File: src/rtl/ctrl_pkg.sv
// Shared encodings for the multicycle RV32I-subset controller: FSM states,
// ALU operation classes, opcodes and ALU control codes.
package ctrl_pkg;

    typedef enum logic [3:0] {
        S_FETCH    = 4'd0,
        S_DECODE   = 4'd1,
        S_MEMADR   = 4'd2,
        S_MEMREAD  = 4'd3,
        S_MEMWB    = 4'd4,
        S_MEMWRITE = 4'd5,
        S_EXECUTER = 4'd6,
        S_EXECUTEI = 4'd7,
        S_ALUWB    = 4'd8,
        S_BEQ      = 4'd9,
        S_JAL      = 4'd10
    } state_t;

    typedef enum logic [1:0] {
        ALUOP_ADD   = 2'd0,
        ALUOP_SUB   = 2'd1,
        ALUOP_FUNCT = 2'd2
    } aluop_t;

    localparam logic [6:0] OP_LW    = 7'b0000011;
    localparam logic [6:0] OP_SW    = 7'b0100011;
    localparam logic [6:0] OP_RTYPE = 7'b0110011;
    localparam logic [6:0] OP_ITYPE = 7'b0010011;
    localparam logic [6:0] OP_BEQ   = 7'b1100011;
    localparam logic [6:0] OP_JAL   = 7'b1101111;

    localparam logic [2:0] ALU_ADD = 3'b000;
    localparam logic [2:0] ALU_SUB = 3'b001;
    localparam logic [2:0] ALU_AND = 3'b010;
    localparam logic [2:0] ALU_OR  = 3'b011;
    localparam logic [2:0] ALU_SLT = 3'b101;

endpackage

File: src/rtl/alu_decoder.sv
// Combinational map from the FSM's ALU operation class and the instruction
// function fields to the ALU control code.
module alu_decoder
    import ctrl_pkg::*;
(
    input  logic [1:0] aluop,
    input  logic [2:0] funct3,
    input  logic       op5,
    input  logic       funct7b5,
    output logic [2:0] alucontrol
);

    always_comb begin
        alucontrol = ALU_ADD;
        case (aluop)
            ALUOP_ADD: alucontrol = ALU_ADD;
            ALUOP_SUB: alucontrol = ALU_SUB;
            ALUOP_FUNCT: begin
                case (funct3)
                    // op5 separates R-type from addi, which must never subtract
                    3'b000:  alucontrol = (op5 & funct7b5) ? ALU_SUB : ALU_ADD;
                    3'b010:  alucontrol = ALU_SLT;
                    3'b110:  alucontrol = ALU_OR;
                    3'b111:  alucontrol = ALU_AND;
                    default: alucontrol = ALU_ADD;
                endcase
            end
            default: alucontrol = ALU_ADD;
        endcase
    end

endmodule

File: src/rtl/multicycle_controller.sv
// Multicycle control FSM: sequences fetch, decode, execute, memory access and
// writeback, and drives the ALU operand/operation selects.
module multicycle_controller
    import ctrl_pkg::*;
(
    input  logic       clk,
    input  logic       reset_n,
    input  logic [6:0] op,
    input  logic [2:0] funct3,
    input  logic       funct7b5,
    input  logic       zero,
    input  logic       mem_ready,
    output logic       pcwrite,
    output logic       adrsrc,
    output logic       memwrite,
    output logic       irwrite,
    output logic [1:0] resultsrc,
    output logic [1:0] alusrca,
    output logic [1:0] alusrcb,
    output logic [1:0] immsrc,
    output logic       regwrite,
    output logic [2:0] alucontrol,
    output logic       illegal_instr
);

    // state    | meaning
    // FETCH    | read instruction at PC, PC+4 -> PC when mem_ready
    // DECODE   | old PC + imm precomputed; dispatch on op
    // MEMADR   | rs1 + imm;  MEMREAD/MEMWB load,  MEMWRITE store
    // EXECUTER | rs1 op rs2; EXECUTEI rs1 op imm; ALUWB writes rd
    // BEQ      | rs1 - rs2, take branch on zero; JAL jump, then ALUWB

    state_t state, state_next;
    aluop_t aluop;

    logic pcwrite_raw, memwrite_raw, irwrite_raw, regwrite_raw, illegal_raw;

    always_ff @(posedge clk or negedge reset_n) begin
        if (!reset_n) state <= S_FETCH;
        else          state <= state_next;
    end

    always_comb begin
        state_next   = state;
        pcwrite_raw  = 1'b0;
        adrsrc       = 1'b0;
        memwrite_raw = 1'b0;
        irwrite_raw  = 1'b0;
        regwrite_raw = 1'b0;
        illegal_raw  = 1'b0;
        resultsrc    = 2'b00;
        alusrca      = 2'b00;
        alusrcb      = 2'b00;
        aluop        = ALUOP_ADD;
        case (state)
            S_FETCH: begin
                alusrcb     = 2'b10;
                resultsrc   = 2'b10;
                irwrite_raw = mem_ready;
                pcwrite_raw = mem_ready;
                if (mem_ready) state_next = S_DECODE;
            end
            S_DECODE: begin
                alusrca = 2'b01;
                alusrcb = 2'b01;
                case (op)
                    OP_LW, OP_SW: state_next = S_MEMADR;
                    OP_RTYPE:     state_next = S_EXECUTER;
                    OP_ITYPE:     state_next = S_EXECUTEI;
                    OP_BEQ:       state_next = S_BEQ;
                    OP_JAL:       state_next = S_JAL;
                    default: begin
                        illegal_raw = 1'b1;
                        state_next  = S_FETCH;
                    end
                endcase
            end
            S_MEMADR: begin
                alusrca    = 2'b10;
                alusrcb    = 2'b01;
                state_next = (op == OP_LW) ? S_MEMREAD : S_MEMWRITE;
            end
            S_MEMREAD: begin
                adrsrc = 1'b1;
                if (mem_ready) state_next = S_MEMWB;
            end
            S_MEMWB: begin
                resultsrc    = 2'b01;
                regwrite_raw = 1'b1;
                state_next   = S_FETCH;
            end
            S_MEMWRITE: begin
                adrsrc       = 1'b1;
                memwrite_raw = 1'b1;
                if (mem_ready) state_next = S_FETCH;
            end
            S_EXECUTER: begin
                alusrca    = 2'b10;
                aluop      = ALUOP_FUNCT;
                state_next = S_ALUWB;
            end
            S_EXECUTEI: begin
                alusrca    = 2'b10;
                alusrcb    = 2'b01;
                aluop      = ALUOP_FUNCT;
                state_next = S_ALUWB;
            end
            S_ALUWB: begin
                regwrite_raw = 1'b1;
                state_next   = S_FETCH;
            end
            S_BEQ: begin
                alusrca     = 2'b10;
                aluop       = ALUOP_SUB;
                pcwrite_raw = zero;
                state_next  = S_FETCH;
            end
            S_JAL: begin
                alusrca     = 2'b01;
                alusrcb     = 2'b10;
                pcwrite_raw = 1'b1;
                state_next  = S_ALUWB;
            end
            default: state_next = S_FETCH;
        endcase
    end

    always_comb begin
        case (op)
            OP_SW:   immsrc = 2'b01;
            OP_BEQ:  immsrc = 2'b10;
            OP_JAL:  immsrc = 2'b11;
            default: immsrc = 2'b00;
        endcase
    end

    // FETCH follows mem_ready directly, so enables are masked while in reset
    assign pcwrite       = pcwrite_raw  & reset_n;
    assign irwrite       = irwrite_raw  & reset_n;
    assign memwrite      = memwrite_raw & reset_n;
    assign regwrite      = regwrite_raw & reset_n;
    assign illegal_instr = illegal_raw  & reset_n;

    alu_decoder u_alu_decoder (
        .aluop      (aluop),
        .funct3     (funct3),
        .op5        (op[5]),
        .funct7b5   (funct7b5),
        .alucontrol (alucontrol)
    );

endmodule

File: config.mk
export PLATFORM = sky130hd
export DESIGN_NAME = multicycle_controller
export DESIGN_NICKNAME = d
export VERILOG_FILES = /design/src/rtl/ctrl_pkg.sv /design/src/rtl/alu_decoder.sv /design/src/rtl/multicycle_controller.sv
export SDC_FILE = /design/constraint.sdc
export NUM_CORES = 1
export LEC_CHECK = 0
export BUFFER_PORTS_ARGS = -buffer_cell sky130_fd_sc_hd__buf_2
export CAP_MARGIN = 20
export CORE_MARGIN = 3
export CORE_UTILIZATION = 45
export DETAILED_ROUTE_END_ITERATION = 7
export GPL_TIMING_DRIVEN = 1
export HOLD_SLACK_MARGIN = 0.02
export PLACE_DENSITY = 0.78
export SYNTH_ARGS = -nofsm -noshare
export SYNTH_HDL_FRONTEND = slang
export SYNTH_SLANG_ARGS = --single-unit
File: constraint.sdc
create_clock -name clk -period 3.75 [get_ports clk]
set_input_delay 0.5625 -clock clk [delete_from_list [all_inputs] [get_ports clk]]
set_output_delay 0.5625 -clock clk [all_outputs]
set_load 0.01 [all_outputs]
==> flow_summary.toml, run 1 <==
[grt]
number_of_global_route_vias_before_repair = 650
grt_first_pass_wirelength_um = 2677
initial_antenna_violation_count = 0
global_route.overflow_total = 0
maximum_number_of_pins_on_one_net_before_global_route_repair = 20
grt_util_overall_pct = 17.16

[drt]
drt_pass1_iterations = 4
detail-route-antenna-nets = 0
dr.first_iter.drc_count = 7
route.final.wire_length_um = 1645
wl_met1_um = 747
wl_met2_um = 787
met3WireLength_um = 109
dr.max_layer_used = "met3"
remaining_drc_errors = 0
vias = 756
detail_route.wl_per_cell_um = 12.46
avgViaCountPerCell = 5.727

[clocking]
h_tree_levels = 1
clock_buffers_created_by_tritoncts = 3
cts_hold_buf = 0
tritoncts = "built"
clk_transition_reported_paths_ps = 40
cts.path.max_buffers = 2
numClockSinks = 4
clk-insertion-delay-late_ps = 240
ctsRootBufferMaster = "sky130_fd_sc_hd__clkbuf_4"
cts_resized = 0
post_cts_buffers = 0

[synth]
synthArstFlopShare_pct = 100.0
synth.lib_cells_used.distinct = 42
synthesis.nets = 107
synth_enable_flop_cells = 0
synthDominantAreaCellType = "sky130_fd_sc_hd__dfrtp_1"
ys_ff_latch = 4
post_synth.cell_area_avg_sq_um = 7.521
summed_instance_area_of_the_synthesized_netlist_sq_um = 676.9
synth_top_area_share_pct = 14.79
synth.yosys.seq_area_share_pct = 14.79
dominantRegCellSynth = "sky130_fd_sc_hd__dfrtp_1"
synth_top_cells_by_count = "sky130_fd_sc_hd__buf_2, sky130_fd_sc_hd__nand2b_1, sky130_fd_sc_hd__nor2_1"
synth-warning-count = 0
post_synth_main_area_contributors = "sky130_fd_sc_hd__dfrtp_1, sky130_fd_sc_hd__nand2b_1, sky130_fd_sc_hd__buf_2"
netlist_instances = 90

[final_layout]
reg.largest.list = "state (4)"
fillers = 126
largest_register_ffs = 4
syn_to_final_growth_pct = 24.03
finalNonFillerCells = 132
largest-register = "state"
n_antenna_cell = 0
drive_gt1_share_pct = 32.48
design_area_sq_um = 839.6
nNetsFinal = 136

[floorplan]
dieArea_sq_mm = 0.002006
die_w_um = 44.79
floorplan.io_pins = 32
fp.dieH_um = 44.79
core_region_area_sq_mm = 0.001350
core.rowCount = 13
starting_density_of_the_core_pct = 50.14

[sta]
finalSetupViolCount = 0
period_needed_ps = 2741
post-route-period-util_pct = 73.10
tns_ps = 0
worst_pin_slew_ps = 573.6
grt_setup_unrepaired = "no"
timing.clock.skew_ps = 7.256
slew-limit-headroom_pct = 61.76
timing.fmax_ghz = 0.3648
drv_slew = 0
hold_violations = 0
setup_slack_ps = 1009

[critical_path]
worst_setup_path_start_kind = "register"
timing.setup.critical_path_class = "reg2out"
crit_required_ps = 3190
r2r_slack_ps = 2130
crit_start = "state[1]"
endpoint_kind = "output pin"
timing.reg2reg.worst_path_depth = 3
cp_data_arrival_time_ps = 2180
path_max_fanout = 18
r2r-end = "state[2]"
worst_r2r_startpoint = "state[0]"

[placement]
detailedPlace.worstSlack_ps = 1244
placement.io_buffers = 31
gpl.final_weighted_congestion = 0.7304
placed_wire_length_estimate_um = 1319
numPlacedInstances = 129
placed_area_sq_um = 817.0

[pwr]
p_per_area_mw_per_mm2 = 188.4
leakage_nw = 0.3850
vdd.ir_drop.worst_v = 0.0001649

[outcome]
outcome = "complete, no violations"

[run]
drv_cap = 0

[min_path]
hold_path_class = "in2async"
layout by cell type, fill, tap and decap left out, types with 2 or more instances in the layout:
cell type	n
sky130_fd_sc_hd__nand3_1	2
sky130_fd_sc_hd__nor2b_1	4
sky130_fd_sc_hd__buf_2	31
sky130_fd_sc_hd__clkbuf_4	3
sky130_fd_sc_hd__nor3b_1	4
sky130_fd_sc_hd__inv_1	5
sky130_fd_sc_hd__nor3_1	4
sky130_fd_sc_hd__nand2b_1	6
sky130_fd_sc_hd__xor2_1	2
sky130_fd_sc_hd__dfrtp_1	4
sky130_fd_sc_hd__nor2_1	6
sky130_fd_sc_hd__a32o_1	2
sky130_fd_sc_hd__o21ai_0	5
sky130_fd_sc_hd__xnor2_1	3
sky130_fd_sc_hd__nor4_1	2
sky130_fd_sc_hd__and3_1	2
sky130_fd_sc_hd__a21oi_1	3
sky130_fd_sc_hd__ha_1	2
sky130_fd_sc_hd__nand2_1	3
sky130_fd_sc_hd__nand3b_1	2
logic make-up (layout without fill, tap and decap cells):
kind of cell / count (synthesis) / in the layout / synth area share [%]
DFF: 4 / 4 / 14.79
xor gates and xnor gates: 5 / 5 / 6.471
buffers and inverters: 12 / 39 / 7.763
adders and majority gates: 2 / 2 / 3.696
and+or+nand+nor: 46 / 46 / 42.70
AOI/OAI and AO/OA: 21 / 21 / 24.59
layer usage:
layer / GRT usage [%] / vias to the layer above
met5: 0 / -
met4: 0 / 0
met3: 4.781 / 0
met2: 28.94 / 24
met1: 23.30 / 346
li1: - / 386
how the worst max path moves through the flow:
| stage | end | slack (ps) | cells past startpoint |
|---|---|---|---|
| CTS | alucontrol[1] | 1000 | 5 |
| floorplan | alucontrol[1] | 1480 | 5 |
| global placement | alucontrol[1] | 1320 | 5 |
| detailed placement | alucontrol[1] | 1240 | 5 |
| finish | alucontrol[1] | 1010 | 5 |
| global route | alucontrol[1] | 860 | 5 |
per-stage QoR:
| step | total power, mW | hold slack, ps | util, % |
|---|---|---|---|
| floorplan | 0.08341 | 266.9 | - |
| global placement | 0.1049 | 398.1 | 60.52 |
| detailed placement | 0.1062 | 400.9 | 60.52 |
| CTS | 0.1605 | 147.6 | 62.19 |
| global route | 0.1716 | 153.1 | 62.19 |
| finish | 0.1581 | 149.1 | 62.19 |
power breakdown:
part	total [mW]	switching [mW]	internal (mW)	leakage [nW]
logic	0.0541	0.0278	0.0262	0.317
clock network	0.0529	0.0172	0.0357	0.0138
registers	0.0512	0.00641	0.0448	0.0539
critical path: stages, from the launching register on:
cell	delay, ps
sky130_fd_sc_hd__dfrtp_1	560
sky130_fd_sc_hd__nand2b_1	320
sky130_fd_sc_hd__or3_1	390
sky130_fd_sc_hd__ha_1	320
sky130_fd_sc_hd__nor3b_1	190
sky130_fd_sc_hd__buf_2	160
area by class of cell:
class / instances / area [sq um] / area share [%]
flip-flops and latches: 4 / 100.1 / 11.92
clock buffers: 3 / 22.52 / 2.683
multi-input cells: 74 / 524.3 / 62.44
well taps: 15 / 18.77 / 2.235
repair buffers: 31 / 155.1 / 18.48
inverters: 5 / 18.77 / 2.235
Power figures use the tool's default switching activity.
==> run 2: changes to the inputs <==
ABC_AREA = 1   (was not set)
CORE_UTILIZATION = 43   (was 45)
clock period = 2.6 ns   (was 3.75 ns; I/O delays follow)
==> run 2 against run 1 <==
Total power rose to 2.8 times the previous value. Clock power up 48%. Register-to-register slack worse by 770 ps. Sequential power up 77%. Routed wire length unchanged. Highest routed layer is now met4. Sequential cell count unchanged. Cell count up 18%. Sequential share of layout area up 0.72 points. Via count up 0.53%.
==> flow_summary.toml, run 2 <==
[clocking]
post_cts_buffers = 0
clock_buffers_created_by_tritoncts = 3
clk-insertion-delay-late_ps = 240
clk_transition_reported_paths_ps = 40
numClockSinks = 4
h_tree_levels = 1
cts.path.max_buffers = 2
ctsRootBufferMaster = "sky130_fd_sc_hd__clkbuf_4"
tritoncts = "built"

[grt]
grt_first_pass_wirelength_um = 2773
grt_util_overall_pct = 19.57
global_route.overflow_total = 0
number_of_global_route_vias_before_repair = 695
initial_antenna_violation_count = 0
maximum_number_of_pins_on_one_net_before_global_route_repair = 8

[final_layout]
drive_gt1_share_pct = 33.80
fillers = 127
largest_register_ffs = 4
n_antenna_cell = 0
largest-register = "state"
highest_count_cells_in_the_layout_ignoring_fill_and_taps = "sky130_fd_sc_hd__buf_2, sky130_fd_sc_hd__nand2_1, sky130_fd_sc_hd__nor2_1"
syn_to_final_growth_pct = 34.97
reg.largest.list = "state (4)"
nNetsFinal = 161
layout_commonest_cell = "sky130_fd_sc_hd__buf_2"

[synth]
dominantRegCellSynth = "sky130_fd_sc_hd__dfrtp_1"
most_numerous_cell_in_the_yosys_netlist = "sky130_fd_sc_hd__nand2_1"
synthXorXnorAreaFrac_pct = 0
yosys.area_share.adder_pct = 4.264
synth_top_cells_by_count = "sky130_fd_sc_hd__nand2_1, sky130_fd_sc_hd__nor2_1, sky130_fd_sc_hd__inv_1"
netlist_instances = 107
summed_instance_area_of_the_synthesized_netlist_sq_um = 586.8
ys_ff_latch = 4
synth_enable_flop_cells = 0
synth_top_area_share_pct = 17.06
post_synth_main_area_contributors = "sky130_fd_sc_hd__dfrtp_1, sky130_fd_sc_hd__nand2_1, sky130_fd_sc_hd__nor2_1"
synth.yosys.seq_area_share_pct = 17.06
synth.lib_cells_used.distinct = 19
post_synth.cell_area_avg_sq_um = 5.484
synthesis.nets = 124
synthArstFlopShare_pct = 100.0
post_synth_mux_area_share_pct = 0
synthesized_area_fraction_occupied_by_ao_oa_aoi_and_oai_cells_pct = 8.742
synth_top_family_by_area = "simple AND/OR/NAND/NOR gates"
synthDominantAreaCellType = "sky130_fd_sc_hd__dfrtp_1"
synthSimpleGateAreaFrac_pct = 55.22
synth-warning-count = 0

[sta]
drv_slew = 0
grt_setup_unrepaired = "no"
worst_pin_slew_ps = 266.8
timing.fmax_ghz = 0.4910
hold_violations = 0
timing.clock.skew_ps = 4.781
finalHoldWorstSlack_ps = 501.9
post-route-period-util_pct = 78.34
slew-limit-headroom_pct = 81.93
tns_ps = 0
finalSetupViolCount = 0
period_needed_ps = 2037

[critical_path]
timing.setup.critical_path_class = "reg2out"
worst_setup_path_start_kind = "register"
crit_required_ps = 2210
cp_data_arrival_time_ps = 1650
path_max_fanout = 4
worstPathCellList = "inv_1 > nand2_1 > nor2_1 > ha_1 > nand4_1 > a21oi_1 > buf_2"
slowest_stage = "sky130_fd_sc_hd__dfrtp_1"
endpoint_kind = "output pin"
max_stage_delay_ps = 420

[drt]
remaining_drc_errors = 0
drt_pass1_iterations = 4
vias = 760
detail_route.wl_per_cell_um = 10.54
avgViaCountPerCell = 4.872
route.final.wire_length_um = 1645
detail-route-antenna-nets = 0
dr.first_iter.drc_count = 23

[floorplan]
floorplan.io_pins = 32
fp.dieH_um = 42.94
die_w_um = 42.94
starting_density_of_the_core_pct = 49.47
dieArea_sq_mm = 0.001844
core.rowCount = 12
core_region_area_sq_mm = 0.001186

[placement]
placed_wire_length_estimate_um = 1385
gpl.final_weighted_congestion = 0.8299
placement.io_buffers = 31

[pwr]
p_per_area_mw_per_mm2 = 554.2
leakage_nw = 0.4997
vdd.ir_drop.worst_v = 0.0003972

[min_path]
hold_path_class = "in2reg"

[run]
drv_cap = 0

[outcome]
outcome = "complete, no violations"
## run 2: final cells by class
type	instances	area, sq um	share of cell area, %
Multi-Input combinational cell	80	400.4	50.55
Timing Repair Buffer	32	165.2	20.85
Sequential cell	4	100.1	12.64
Inverter	23	86.33	10.90
Clock buffer	3	22.52	2.844
Tap cell	14	17.52	2.212
## run 2: critical path, delay by kind of cell (launching register included)
family / cells / cell delay (ps)
simple gates: 3 / 380
fa+ha+maj: 1 / 240
compound gates: 1 / 150
buf+inv: 2 / 210
flops: 1 / 420
## run 2: worst paths after layout
check	cells past startpoint	slack, ps	from	end
worst max-delay path	7	560	state[3]	alucontrol[0]
worst min-delay path	4	500	op[4]	state[1]
worst max register to register	6	1360	state[3]	state[0]
worst min register to register	2	640	state[0]	state[0]
max in group asynchronous	2	1940	reset_n	state[0]
min in group asynchronous	2	520	reset_n	state[3]
## run 2: power breakdown
part | switching [mW] | internal [mW]
clock network | 0.0264 | 0.0516
logic | 0.170 | 0.100
registers | 0.0171 | 0.0733
## run 2: repair_timing
action | in CTS | in global routing
gates resized for setup | 0 | 0
hold buffers | 1 | 0
hold endpoints to repair | 4 | 0
endpoints found under the setup margin | 0 | 0
## run 2: layer usage
metal / GRT usage, % / vias to the layer above / part of all wire [%]
met1: 22.84 / 325 / 43
met4: 10.84 / 0 / 2.3
met5: 0 / - / 0
li1: - / 403 / -
met2: 33.83 / 27 / 47
met3: 2.542 / 5 / 7.2
## run 2: per-stage QoR
step                util (%)  cells  setup WS [ps]  cell area [sq um]  power [mW]
floorplan                  -    107          879.4              586.8      0.2720
global route           66.77    156          376.9              792.0      0.4787
detailed placement     64.03    152          829.2              759.5      0.3598
finish                 66.77    156          563.2              792.0      0.4389
global placement       64.03    152          848.5              759.5      0.3524
CTS                    66.77    156          563.0              792.0      0.4397
## run 2: cell families (layout without fill, tap and decap cells)
| group | after synthesis | count (layout) |
|---|---|---|
| flops | 4 | 4 |
| compound gates | 9 | 9 |
| simple gates | 69 | 69 |
| fa+ha+maj | 2 | 2 |
| buf+inv | 23 | 58 |
